**src/rtl/boa_peri_timer_if.sv**
```systemverilog
// Data-side memory bus between the CPU mux and a peripheral slave.
interface boa_mem_bus;
  logic        re;
  logic [3:0]  we;
  logic [7:0]  addr;
  logic [31:0] wdata;
  logic [31:0] rdata;
  logic        ready;

  modport MEM (input re, we, addr, wdata, output rdata, ready);
  modport CPU (output re, we, addr, wdata, input rdata, ready);
endinterface

```
**src/rtl/boa_peri_timer.sv**
```systemverilog
// 32-bit down-counting timer with prescaler, auto-reload and sticky expiry irq.
// Optional compare/PWM output enabled by defining BOA_PERI_TIMER_PWM_EN.
module boa_peri_timer #(
  parameter int unsigned pre_bits = 16
) (
  input  logic      clk,
  input  logic      rst,
  boa_mem_bus.MEM   bus,
  output logic      irq,
  output logic      pwm
);

  localparam int unsigned DW = 32;
  localparam logic [5:0] A_CTRL   = 6'h00;
  localparam logic [5:0] A_PRE    = 6'h01;
  localparam logic [5:0] A_RELOAD = 6'h02;
  localparam logic [5:0] A_COUNT  = 6'h03;
  localparam logic [5:0] A_STATUS = 6'h04;
  localparam logic [5:0] A_CMP    = 6'h05;

  logic                en;
  logic                auto_rl;
  logic                irq_en;
  logic [pre_bits-1:0] prescale;
  logic [pre_bits-1:0] pre_cnt;
  logic [DW-1:0]       reload;
  logic [DW-1:0]       count;
  logic                exp_flag;
  logic [DW-1:0]       rdata_q;
  logic [DW-1:0]       compare_rd;

  logic [5:0]          idx;
  logic                wr_any;
  logic                wr_ctrl;
  logic                wr_count;
  logic                tick;
  logic                expire;
  logic                status_clr;
  logic [DW-1:0]       rd_val;
  logic [1:0]          unused_addr;

  // Byte-lane merge of a write into an existing 32-bit value.
  function automatic logic [DW-1:0] merge(input logic [DW-1:0] old,
                                          input logic [DW-1:0] wd,
                                          input logic [3:0] be);
    logic [DW-1:0] r;
    r = old;
    for (int i = 0; i < 4; i++) begin
      if (be[i]) r[8*i +: 8] = wd[8*i +: 8];
    end
    return r;
  endfunction

  assign idx         = bus.addr[7:2];
  assign unused_addr = bus.addr[1:0];
  assign wr_any      = |bus.we;
  assign wr_ctrl     = bus.we[0] && (idx == A_CTRL);
  assign wr_count    = wr_any && (idx == A_COUNT);
  assign status_clr  = bus.we[0] && bus.wdata[0] && (idx == A_STATUS);
  assign tick        = en && (pre_cnt == '0);
  // A COUNT write in the same cycle swallows the tick entirely.
  assign expire      = tick && !wr_count && (count == '0);

  assign bus.ready = 1'b1;
  assign bus.rdata = rdata_q;

  always_comb begin
    rd_val = '0;
    case (idx)
      A_CTRL:   rd_val = {29'd0, irq_en, auto_rl, en};
      A_PRE:    rd_val = DW'(prescale);
      A_RELOAD: rd_val = reload;
      A_COUNT:  rd_val = count;
      A_STATUS: rd_val = {31'd0, exp_flag};
      A_CMP:    rd_val = compare_rd;
      default:  rd_val = '0;
    endcase
  end

  always_ff @(posedge clk) begin
    if (rst) begin
      en       <= 1'b0;
      auto_rl  <= 1'b0;
      irq_en   <= 1'b0;
      prescale <= '0;
      pre_cnt  <= '0;
      reload   <= '0;
      count    <= '0;
      exp_flag <= 1'b0;
      rdata_q  <= '0;
      irq      <= 1'b0;
    end else begin
      if (bus.re) rdata_q <= rd_val;
      irq <= exp_flag & irq_en;

      if (en) pre_cnt <= (pre_cnt == '0) ? prescale : pre_cnt - pre_bits'(1);
      if (wr_ctrl && bus.wdata[0] && !en) pre_cnt <= prescale;

      if (tick && !wr_count) begin
        if (count != '0)  count <= count - DW'(1);
        else if (auto_rl) count <= reload;
        else              en    <= 1'b0;
      end

      // Expiry set has priority over a software clear.
      if (expire)          exp_flag <= 1'b1;
      else if (status_clr) exp_flag <= 1'b0;

      if (wr_ctrl) {irq_en, auto_rl, en} <= bus.wdata[2:0];
      if (wr_any && idx == A_PRE)
        prescale <= pre_bits'(merge(DW'(prescale), bus.wdata, bus.we));
      if (wr_any && idx == A_RELOAD) reload <= merge(reload, bus.wdata, bus.we);
      if (wr_count) count <= merge(count, bus.wdata, bus.we);
    end
  end

`ifdef BOA_PERI_TIMER_PWM_EN
  logic [DW-1:0] compare;
  logic          pwm_q;

  assign compare_rd = compare;
  assign pwm        = pwm_q;

  always_ff @(posedge clk) begin
    if (rst) begin
      compare <= '0;
      pwm_q   <= 1'b0;
    end else begin
      pwm_q <= en && (count < compare);
      if (wr_any && idx == A_CMP) compare <= merge(compare, bus.wdata, bus.we);
    end
  end
`else
  assign compare_rd = '0;
  assign pwm        = 1'b0;
`endif

endmodule

```
**src/flat_wrapper.sv**
```systemverilog
// flat-port wrapper written by rule: the top's interface ports become plain ports
module boa_peri_timer_flat 
#(
  parameter int unsigned pre_bits = 16
)
  (clk, rst, irq, pwm, bus_re, bus_we, bus_addr, bus_wdata, bus_rdata, bus_ready);
  boa_mem_bus bus_i ();
  input  logic clk;
  input  logic rst;
  output logic irq;
  output logic pwm;
  input wire logic [$bits(bus_i.re)-1:0] bus_re;
  input wire logic [$bits(bus_i.we)-1:0] bus_we;
  input wire logic [$bits(bus_i.addr)-1:0] bus_addr;
  input wire logic [$bits(bus_i.wdata)-1:0] bus_wdata;
  output wire logic [$bits(bus_i.rdata)-1:0] bus_rdata;
  output wire logic [$bits(bus_i.ready)-1:0] bus_ready;
  assign bus_i.re = bus_re;
  assign bus_i.we = bus_we;
  assign bus_i.addr = bus_addr;
  assign bus_i.wdata = bus_wdata;
  assign bus_rdata = bus_i.rdata;
  assign bus_ready = bus_i.ready;
  boa_peri_timer #(.pre_bits(pre_bits)) u_core (.clk(clk), .rst(rst), .bus(bus_i), .irq(irq), .pwm(pwm));
endmodule
```
**config.mk**
```make
export PLATFORM = sky130hd
export DESIGN_NAME = boa_peri_timer_flat
export DESIGN_NICKNAME = d
export VERILOG_FILES = /design/src/rtl/boa_peri_timer_if.sv /design/src/rtl/boa_peri_timer.sv /design/src/flat_wrapper.sv
export SDC_FILE = /design/constraint.sdc
export NUM_CORES = 1
export LEC_CHECK = 0
export CORE_MARGIN = 1
export CORE_UTILIZATION = 45
export CTS_BUF_LIST = sky130_fd_sc_hd__clkbuf_4 sky130_fd_sc_hd__clkbuf_8
export DETAILED_ROUTE_END_ITERATION = 16
export PLACE_DENSITY = 0.69
export SLEW_MARGIN = 20
export SYNTH_ARGS = -nofsm -noshare
export SYNTH_HDL_FRONTEND = slang
export SYNTH_SLANG_ARGS = --single-unit
export TNS_END_PERCENT = 20
```
**constraint.sdc**
```tcl
create_clock -name clk -period 7.4 [get_ports clk]
set_input_delay 1.48 -clock clk [delete_from_list [all_inputs] [get_ports clk]]
set_output_delay 1.48 -clock clk [all_outputs]
set_load 0.02 [all_outputs]
```
Word-level counts from Yosys, hierarchy flattened

Index checks and enable logic that the tools add are counted.

Logic and storage cells: 82
Register bits: 133
Output and inout port bits: 35
Input bits: 47

Equal/unequal tests: 10
Add/sub/neg operators: 2
Reduce and logical (&&, ||, !) cells: 34
Bitwise gates (word level): 1
Muxes and demuxes: 18

Operators with widths:

| kind                                                                    | number |
|---|---|
| 32-bit one-hot mux with 5 select lines                                  | 1 |
| 32-bit two-way mux                                                      | 4 |
| 16-bit two-way mux                                                      | 3 |
| 32-bit logical NOT                                                      | 1 |
| 8-bit two-way mux                                                       | 4 |
| 32-bit nonzero test                                                     | 1 |
| 32-bit by 1-bit subtractor with 32-bit output, second input constant    | 1 |
| 16-bit logical NOT                                                      | 1 |
| 16-bit by 1-bit subtractor with 16-bit output, second input constant    | 1 |
| 3-bit AND reduction                                                     | 5 |
| 6-bit by 2-bit equality test with 1-bit output, second input constant   | 2 |
| 2-bit AND reduction                                                     | 6 |
| 1-bit logical AND                                                       | 11 |
| 2-bit inequality test, second input constant                            | 5 |
| 2-bit nonzero test                                                      | 4 |
| 6-bit by 1-bit equality test with 1-bit output, second input constant   | 1 |
| 6-bit by 3-bit equality test with 1-bit output, second input constant   | 1 |
| 6-bit logical NOT                                                       | 1 |
| 1-bit two-way mux                                                       | 6 |
| 4-bit OR reduction                                                      | 1 |
| 3-bit nonzero test                                                      | 1 |
| 1-bit logical NOT                                                       | 2 |
| 2-bit by 1-bit inequality test with 1-bit output, second input constant | 1 |
| 1-bit bitwise AND                                                       | 1 |

Longest topological paths before layout

Gate-level depths: netlist of run 1.

Depth in word-level cells: 6
Gate-level depth with buffers: 11
Depth with buffers taken out: 8

Worst setup path before layout of run 1

OpenSTA, ideal clock, no wires.

Path kind: input to register
Start point: in bus_we[1]
End point: reg u_core.count[5]
Path buffers: 2
Library setup time: 0.091 ns
Slack: 3.946 ns
Required time: 7.309 ns
Stages: 8
Arrival: 3.363 ns
Path through: or4_1 and3_1 or3b_1 buf_2 a21oi_4 buf_6 nor2_1 a311oi_1

Longest elaborated chain between the ends: 6
Elaborated cells between the ends (all ways): 9
Those cells by class: eq/ne: 1; mux: 1; reduce/logical: 7

Ends and longest elaborated chain:

| item                                 | RTL line              | source |
|---|---|---|
| from (decl)                          | flat_wrapper.sv:13    | `input wire logic [$bits(bus_i.we)-1:0] bus_we;` |
| 4-bit OR reduction (*)               | boa_peri_timer.sv:56  | `assign wr_any = \|bus.we;` |
| 1-bit logical AND (*)                | boa_peri_timer.sv:58  | `assign wr_count = wr_any && (idx == A_COUNT);` |
| 1-bit logical NOT                    | boa_peri_timer.sv:99  | `if (tick && !wr_count) begin` |
| 1-bit logical AND                    | boa_peri_timer.sv:99  |  |
| 2-bit nonzero test (no source line)  | -                     |  |
| 3-bit AND reduction (no source line) | -                     |  |
| to (signal assigned)                 | boa_peri_timer.sv:100 | `if (count != '0) count <= count - DW'(1);` |
| to (signal assigned)                 | boa_peri_timer.sv:101 | `else if (auto_rl) count <= reload;` |
| to (signal assigned)                 | boa_peri_timer.sv:113 | `if (wr_count) count <= merge(count, bus.wdata, bus.we);` |
| to (decl)                            | boa_peri_timer.sv:27  | `logic [DW-1:0] count;` |

Every way passes the cells marked *; elsewhere a longest branch is shown, timed or not.
A chain may end at the register's enable or synchronous reset.

Worst setup path in the final report of run 1

Start point: in bus_addr[3]
End point: reg u_core.count[3]

Longest elaborated chain between the ends: 6
Elaborated cells between the ends (all ways): 9
Those cells by class: eq/ne: 2; mux: 1; reduce/logical: 6

Ends and longest elaborated chain:

| item                                               | RTL line             | source |
|---|---|---|
| from (decl)                                        | flat_wrapper.sv:14   | `input wire logic [$bits(bus_i.addr)-1:0] bus_addr;` |
| 6-bit by 2-bit equality test with 1-bit output (*) | boa_peri_timer.sv:58 |  |
| 1-bit logical AND (*)                              | boa_peri_timer.sv:58 |  |
| 1-bit logical NOT                                  | boa_peri_timer.sv:99 |  |
| 1-bit logical AND                                  | boa_peri_timer.sv:99 |  |
| 2-bit nonzero test (no source line)                | -                    |  |
| 3-bit AND reduction (no source line)               | -                    |  |

Marked as above.

==> impl_metrics.toml, run 1 <==
[setup_path]
critPathMaxStageDelay_ns = 1.05
crit_chain = "clkdlybuf4s50_1 -> and2_1 -> and2_1 -> nand2_1 -> a21oi_4 -> a21oi_1 -> a311oi_1"
crit_path_end_kind = "flip-flop"
worstSetupPathType = "input port to flip-flop"
cp.buffers_inverters = 1
critPathMostFrequentCell = "and2_1"
crit_path_start_kind = "input port"
worstPathArrival_ns = 4.64
path_delay_family = "simple AND/OR/NAND/NOR gates"
cp_slowest_cell = "clkdlybuf4s50_1"
crit_required_ns = 7.77
cp_max_fo = 20

[timing]
tightest_slew_ns = 0.938
setup_viol = 0
slew_headroom_pct = 37.1
post-route-min-period_ns = 4.27
fin_crit_sh_pct = 57.7
rsz0062_at_grt = "false"
skew_ns = 0.0178
finalHoldViolations = 0
max_freq_mhz = 234
maxSlewViolCount = 0
setup_tns_ns = 0

[synthesis]
ys_async_sr_fraction_pct = 0
synthesis.area_sq_um = 7150
synth-compound-area-share_pct = 23.2
synth_flop_cell = "dfxtp_1"
synth_top_family_by_area = "simple AND/OR/NAND/NOR gates"
ys_seq_area_share_pct = 37.2
synth.top_cell.area_share_pct = 37.2
synthTopCellsByArea = "dfxtp_1 37%, nor2_1 6.8%, a21oi_1 5.2%, nand2_1 4.8%, nand3_1 3.8%"
yosys_warnings = 0
muxShareOfSynthArea_pct = 5.91
synth_xor_area_share_pct = 1.84
yosysUniqueCellTypes = 66
synth-simple-area-share_pct = 25.7
synth_top_cell_by_area = "dfxtp_1"
syn_inst = 907
syn-mean-instance-area_sq_um = 7.89
synth_most_common_cell = "dfxtp_1"
ys_ff_latch = 133
synth.net_count = 958
synthAdderAreaFrac_pct = 0.700
synthTopCellsByCount = "133 x dfxtp_1, 129 x nor2_1, 91 x nand2_1"
synth_edf_count = 0

[layout]
n_antenna_cell = 0
drive_gt1_share_pct = 7.79
area_delta_synth_final_pct = 17.0
fin_nets = 988
fin_area_sq_um = 8370
layoutNonFillerInstCount = 1161

[die]
die_h_um = 128
initial_core_util_pct = 46.5
die_w_um = 128
num_io_pins = 82
core_area_sq_um = 15400
num_rows = 45
die_area_sq_um = 16400

[clock_tree]
postCtsHoldBufs = 0
clk_pin_slew_ns = 0.09
numCtsBuffers = 17
clock-root-buffer = "clkbuf_8"
cts_resized = 0
htreeDepth = 4
cts.sinks = 133
cts_tree = "built"
clk_latency_ns = 0.47
post_cts.repair.setup_buffers = 0
clk_path_buf_depth = 2

[drt]
ant_nets = 0
drc = 0
viasPerCell = 5.92
wire_per_inst_um = 17.5
vias = 6871
drt_iter0_markers = 642
first_pass_iters = 5
routed_wl_um = 20300

[placed_design]
place_area_sq_um = 7930
portBuffers = 77
gp_congestion = 0.837
dp.cells = 1129
dp_hpwl_um = 13300

[grt]
grt-ovfl-total = 0
grt_pass1_vias = 6017
grt_usage_pct = 25.2
antenna_found_initial = 0
grt_pass1_wl_um = 32400
grt_max_degree = 77

[hold_path]
hold_class = "flip-flop to flip-flop"

[pwr]
ir_worst_vdd_mv = 0.147
p_leak_nw = 2.95
power_density_nw_per_um2 = 179

[run]
cap_violations = 0

[outcome]
outcome = "finished clean"
## per-layer routing
layer	global-route usage [%]	share of wire (%)	wire length, um
met3	5.38	5.8	1180
met4	9.20	1.8	369
met1	34.5	47	9540
met5	0	0	0
met2	39.0	46	9260
## kinds of logic (layout without fill, tap and decap cells)
group                    Yosys count  count (layout)
buffers and inverters             86             129
AO/OA/AOI/OAI                    243             243
multiplexers                      38              38
XOR/XNOR                          15              15
flip-flops                       133             133
AND/OR/NAND/NOR                  386             386
adder cells (fa/ha/maj)            4               4
other                              2               2
## sequential cells by signal, summed over array words and instances (netlist names)
register          flops
u_core.auto_rl        1
u_core.bus.rdata     32
u_core.count         32
u_core.en             1
u_core.exp_flag       1
u_core.irq            1
u_core.irq_en         1
u_core.pre_cnt       16
u_core.prescale      16
u_core.reload        32
## path summary, 6_finish.rpt
kind	to	cells past startpoint	from	slack, ns
hold / removal	u_core.irq$_SDFF_PP0_	2	u_core.exp_flag$_SDFFE_PP0P_	0.46
setup reg to reg	u_core.en$_SDFFE_PP0P_	6	u_core.count[12]$_SDFFE_PP0P_	4.00
hold reg to reg	u_core.irq$_SDFF_PP0_	2	u_core.exp_flag$_SDFFE_PP0P_	0.46
setup / recovery	u_core.count[3]$_SDFFE_PP0P_	7	bus_addr[3]	3.13
## cell type report
| class | instances | area, sq um |
|---|---|---|
| well taps | 211 | 264 |
| inverters | 11 | 41.3 |
| flip-flops and latches | 133 | 2660 |
| multi-input cells | 688 | 4120 |
| clock buffers | 19 | 262 |
| repair buffers | 86 | 836 |
| clock inverters | 13 | 180 |
| fillers | 1421 | 7000 |
## per-stage QoR
stage          util, %  power [W]  hold slack (ns)  worst slack [ns]
2_1_floorplan        -   0.000780            0.423              3.95
3_3_place_gp      51.6   0.000824            0.439              2.71
3_5_place_dp      51.6   0.000824            0.443              2.69
4_1_cts           54.4    0.00150            0.454              3.18
5_1_grt           54.4    0.00155            0.487              2.88
6_report          54.4    0.00150            0.457              3.13
## power by group
group / leakage (nW) / switching, W / internal (W)
registers: 1.07 / 0.00000157 / 0.000717
logic: 1.66 / 0.0000551 / 0.0000346
clock network: 0.217 / 0.000304 / 0.000383
## tightest hold or removal path: stages (launching register included)
cell and delay, ns:
dfxtp_1 0.33, nand2_1 0.06, nor2_1 0.03
## placed cells by master (no fill, tap or decap), types with 11 or more instances in the layout
cell type,netlist,routed
a21oi_1,74,74
a22o_1,13,13
a22oi_1,32,32
a311oi_1,24,24
clkbuf_8,0,19
clkdlybuf4s50_1,0,76
dfxtp_1,133,133
inv_1,11,11
mux2_2,14,14
mux2i_1,22,22
nand2_1,91,91
nand3_1,54,54
nand4_1,13,13
nor2_1,129,129
nor3_1,29,29
o211ai_1,20,20
o21ai_0,31,31
Power figures use the tool's default switching activity.
==> run 2, diff against run 1 <==
PLACE_DENSITY = 0.72   (was 0.69)
clock period = 3.76 ns   (was 7.4 ns; I/O delays follow)
==> run 2 against run 1 <==
Clock power increased by 86%. Power up 93%. Worst setup slack lost 2.4 ns. Sequential share of layout area is 0.40 points lower. Hold slack improved by 0.0021 ns. Clock skew down 0.0081 ns. Critical path depth unchanged. First-iteration DRC count is 6.4% higher. Core utilization increased by 0.69 points. Sequential cell count is the same. Critical path type unchanged. Largest power group unchanged. Highest routed layer unchanged.
==> impl_metrics.toml, run 2 (same netlist as run 1, synthesis figures left out) <==
[timing]
maxSlewViolCount = 0
rsz0062_at_grt = "false"
post-route-min-period_ns = 3.05
finalHoldViolations = 0
whs_ns = 0.459
max_freq_mhz = 328
fin_crit_sh_pct = 81.0
setup_tns_ns = 0
setup_viol = 0
slew_headroom_pct = 49.0
skew_ns = 0.00969
tightest_slew_ns = 0.764

[drt]
drc = 0
first_pass_iters = 5
viasPerCell = 5.96
drt_iter0_markers = 683
vias = 7026
wire_per_inst_um = 17.3
ant_nets = 0
routed_wl_um = 20400

[grt]
grt_usage_pct = 26.1
grt_pass1_wl_um = 33400
grt_pass1_vias = 6379
grt-ovfl-total = 0
grt_max_degree = 67
antenna_found_initial = 0

[run]
cap_violations = 0

[outcome]
outcome = "finished clean"

[die]
num_io_pins = 82
core_area_sq_um = 15400
die_w_um = 128
die_h_um = 128
die_area_sq_um = 16400
initial_core_util_pct = 46.5
num_rows = 45

[clock_tree]
clock-root-buffer = "clkbuf_8"
cts_tree = "built"
clk_pin_slew_ns = 0.08
clk_path_buf_depth = 2
cts_resized = 0
post_cts.repair.setup_buffers = 0
clk_latency_ns = 0.46
cts.sinks = 133
numCtsBuffers = 17
postCtsHoldBufs = 0
htreeDepth = 4

[setup_path]
r2r_setup_slack_ns = 0.89
crit_path_start_kind = "input port"
cp_max_fo = 9
r2r_start = "u_core.count[2]$_SDFFE_PP0P_"
crit_path_end_kind = "flip-flop"
crit_required_ns = 4.14
worstSetupPathType = "input port to flip-flop"
worstPathArrival_ns = 3.43
worst_r2r_endpoint = "u_core.count[26]$_SDFFE_PP0P_"
rr_worst_depth = 6

[layout]
layout_commonest_cell = "dfxtp_1"
fill_cells = 1440
n_antenna_cell = 0
postLayoutCoreUtil_pct = 55.1
final_cell_mix = "133 x dfxtp_1, 129 x nor2_1, 91 x nand2_1"
fin_nets = 1005
layoutNonFillerInstCount = 1178
area_delta_synth_final_pct = 18.5
drive_gt1_share_pct = 9.20

[placed_design]
portBuffers = 77
gp_congestion = 0.943
dp_hpwl_um = 13900
dp.cells = 1146

[hold_path]
holdPathEnd = "u_core.reload[15]$_SDFFE_PP0P_"
whs_path_depth = 2
worstHoldStart = "u_core.reload[15]$_SDFFE_PP0P_"
hold_class = "flip-flop to flip-flop"

[pwr]
power_w = 0.00288
p_leak_nw = 3.04
ir_worst_vdd_mv = 0.247
power_density_nw_per_um2 = 340
run 2: cell types whose count changed in the layout (fill, tap and decap cells not counted):
cell        before  now
o21ai_1          1    2
clkinvlp_4       3    1
clkbuf_4         0    2
clkinv_2         4    6
clkinv_4         2    0
buf_12           0    1
buf_4           10   26
bufinv_16        4    3
o21ai_2          1    0
nor4_2           2    1
nor4_1           7    8
clkbuf_8        19   20
run 2: metrics by stage:
stage                     worst slack (ns)  area, sq um
final                                0.714         8470
after global routing                 0.542         8470
after CTS                            0.736         8470
after detailed placement             0.244         8060
after global placement               0.260         8060
after floorplan                       1.03         7150
run 2: layout make-up:
type	instances	area [sq um]	share of cell area [%]
sequential	133	2660	31.4
inverter	11	41.3	0.487
multi-input combinational	688	4110	48.5
clock buffer	22	290	3.43
tap	211	264	3.12
clock inverter	10	128	1.51
timing repair buffer	103	976	11.5
run 2: where the power goes:
group	total [W]	switching [W]	internal (W)
clock	0.00128	0.000566	0.000716
sequential	0.00141	0.00000336	0.00141
combinational	0.000186	0.000111	0.0000744
run 2: worst max-delay path by stage:
stage,start,end,slack [ns],cells after the start
global placement,bus_we[2],u_core.count[22]$_SDFFE_PP0P_,0.26,7
global route,bus_we[2],u_core.count[6]$_SDFFE_PP0P_,0.54,7
floorplan,bus_we[1],u_core.count[5]$_SDFFE_PP0P_,1.03,8
detailed placement,bus_we[2],u_core.count[6]$_SDFFE_PP0P_,0.24,7
CTS,bus_we[2],u_core.count[6]$_SDFFE_PP0P_,0.74,7
finish,bus_we[1],u_core.count[22]$_SDFFE_PP0P_,0.71,7
run 2: metal layers:
| layer | vias to the layer above | global-route usage (%) | share of wire, % |
|---|---|---|---|
| li1 | 3392 | - | - |
| met1 | 3339 | 35.1 | 45 |
| met2 | 260 | 40.6 | 46 |
| met3 | 35 | 5.76 | 6.1 |
| met4 | 0 | 10.6 | 2.1 |
| met5 | - | 0 | 0 |
run 2: critical path, stage by stage:
cell and delay, ns:
clkdlybuf4s50_1 0.42, or4_1 0.60, and3_1 0.23, or3b_1 0.59
a21oi_2 0.48, o21ai_0 0.16, o31ai_1 0.20
==> run 3, diff against run 2 <==
PLACE_DENSITY = 0.69   (was 0.72)
clock period = 3.14 ns   (was 3.76 ns; I/O delays follow)
==> run 3 against run 2 <==
Sequential cell count did not move. Critical path depth rose by 2. Final cell count rose by 1.4%. Worst setup slack got worse by 0.39 ns. Die area did not move. Sequential share of layout area fell by 0.60 points. Core utilization rose by 1.1 points. Clock power rose by 9%.
==> impl_metrics.toml, run 3 (same netlist as run 1, synthesis figures left out) <==
[die]
die_area_sq_um = 16400
initial_core_util_pct = 46.5
num_rows = 45
die_h_um = 128
core_area_sq_um = 15400
die_w_um = 128
num_io_pins = 82

[layout]
postLayoutCoreUtil_pct = 56.2
layout_commonest_cell = "dfxtp_1"
drive_gt1_share_pct = 10.8
area_delta_synth_final_pct = 20.8
fill_cells = 1425
final_cell_mix = "133 x dfxtp_1, 129 x nor2_1, 91 x nand2_1"
n_antenna_cell = 0
fin_nets = 1025

[setup_path]
path_delay_family = "simple AND/OR/NAND/NOR gates"
crit_path_end_kind = "flip-flop"
crit_path_start_kind = "input port"
rr_worst_depth = 7
r2r_start = "u_core.count[15]$_SDFFE_PP0P_"
worstSetupPathType = "input port to flip-flop"
crit_required_ns = 3.49
cp.buffers_inverters = 3
critPathMaxStageDelay_ns = 0.57
cp_max_fo = 6
r2r_setup_slack_ns = 0.42
cp_slowest_cell = "or4_1"
crit_chain = "clkdlybuf4s50_1 -> or4_1 -> and3_1 -> or3b_1 -> buf_4 -> a21oi_4 -> buf_4 -> nor2_1 -> a311oi_1"
critPathMostFrequentCell = "buf_4"
worst_r2r_endpoint = "u_core.count[18]$_SDFFE_PP0P_"
worstPathArrival_ns = 3.17

[timing]
slew_headroom_pct = 44.9
skew_ns = 0.0151
maxSlewViolCount = 0
setup_viol = 0
rsz0062_at_grt = "false"
max_freq_mhz = 355
fin_crit_sh_pct = 89.7
finalHoldViolations = 0
tightest_slew_ns = 0.827
post-route-min-period_ns = 2.82

[pwr]
p_comb_share_pct = 6.9
p_sw_share_pct = 23.8
ir_worst_vdd_mv = 0.271
clkPwrFrac_pct = 42.2
power_w = 0.00333
p_leak_nw = 3.13
p_int_w = 0.00253
power_density_nw_per_um2 = 385
sequentialPowerShare_pct = 50.9
switching_power_w = 0.000791

[clock_tree]
cts_tree = "built"
clk_path_buf_depth = 2
cts.sinks = 133
clk_latency_ns = 0.47
clock-root-buffer = "clkbuf_8"
clk_pin_slew_ns = 0.07
htreeDepth = 4
numCtsBuffers = 17
postCtsHoldBufs = 0
cts_resized = 0
post_cts.repair.setup_buffers = 0

[placed_design]
gp_congestion = 0.868
portBuffers = 77
dp_hpwl_um = 14200

[drt]
routed_wl_um = 20500
ant_nets = 0
drt_iter0_markers = 606
drc = 0
first_pass_iters = 7
viasPerCell = 5.90
vias = 7049
wire_per_inst_um = 17.2

[grt]
antenna_found_initial = 0
grt_pass1_wl_um = 33600
grt_max_degree = 74
grt_pass1_vias = 6423
grt_usage_pct = 26.2
grt-ovfl-total = 0

[outcome]
outcome = "finished clean"

[hold_path]
hold_class = "flip-flop to flip-flop"
worstHoldStart = "u_core.reload[15]$_SDFFE_PP0P_"
holdPathEnd = "u_core.reload[15]$_SDFFE_PP0P_"
whs_path_depth = 2

[run]
cap_violations = 0
[run 3: metrics by stage]
stage	cells	worst slack, ns	area, sq um	setup TNS, ns	hold slack, ns
after CTS	1194	0.378	8640	0	0.464
after global placement	1166	-0.0358	8280	-0.159	0.440
final	1194	0.322	8640	0	0.462
after detailed placement	1166	-0.0309	8280	-0.142	0.450
after global routing	1194	0.287	8640	0	0.488
after floorplan	907	0.538	7150	0	0.423
[run 3: layer usage]
metal / vias up / part of all wire, % / global-route usage [%]
li1: 3429 / - / -
met4: 0 / 1.9 / 8.30
met1: 3363 / 47 / 36.2
met3: 30 / 6.0 / 5.80
met5: - / 0 / 0
met2: 227 / 45 / 40.4
[run 3: area by class of cell]
cell class	count	area, sq um	share of cell area, %
Clock buffer	22	284	3.29
Clock inverter	6	80.1	0.927
Inverter	11	41.3	0.478
Multi-Input combinational cell	688	4120	47.7
Sequential cell	133	2660	30.8
Tap cell	211	264	3.06
Timing Repair Buffer	123	1190	13.8
[run 3: worst max path at each step]
stage / startpoint / end / slack, ns / cells after the start
detailed placement: bus_we[1] / u_core.count[4]$_SDFFE_PP0P_ / -0.03 / 9
global placement: bus_we[1] / u_core.count[4]$_SDFFE_PP0P_ / -0.04 / 9
finish: bus_we[1] / u_core.count[0]$_SDFFE_PP0P_ / 0.32 / 9
CTS: bus_we[1] / u_core.count[0]$_SDFFE_PP0P_ / 0.38 / 9
floorplan: bus_we[1] / u_core.count[5]$_SDFFE_PP0P_ / 0.54 / 8
global route: u_core.count[15]$_SDFFE_PP0P_ / u_core.count[17]$_SDFFE_PP0P_ / 0.29 / 7
[run 3: power by group through the flow]
| stage | clock network [W] | logic [W] | registers [W] |
|---|---|---|---|
| 6_report | 0.00140 | 0.000228 | 0.00169 |
| 5_1_grt | 0.00149 | 0.000246 | 0.00169 |
| 4_1_cts | 0.00141 | 0.000227 | 0.00169 |
| 3_5_place_dp | 0 | 0.000226 | 0.00173 |
| 3_3_place_gp | 0 | 0.000226 | 0.00173 |
| 2_1_floorplan | 0 | 0.000106 | 0.00173 |
[run 3: worst register-to-register path: stages (launching register included)]
cell     delay (ns)
dfxtp_1        0.36
or4_1          0.72
nor4_4         0.46
and4_1         0.40
buf_4          0.20
a21o_1         0.23
o21ai_0        0.15
a21oi_1        0.14
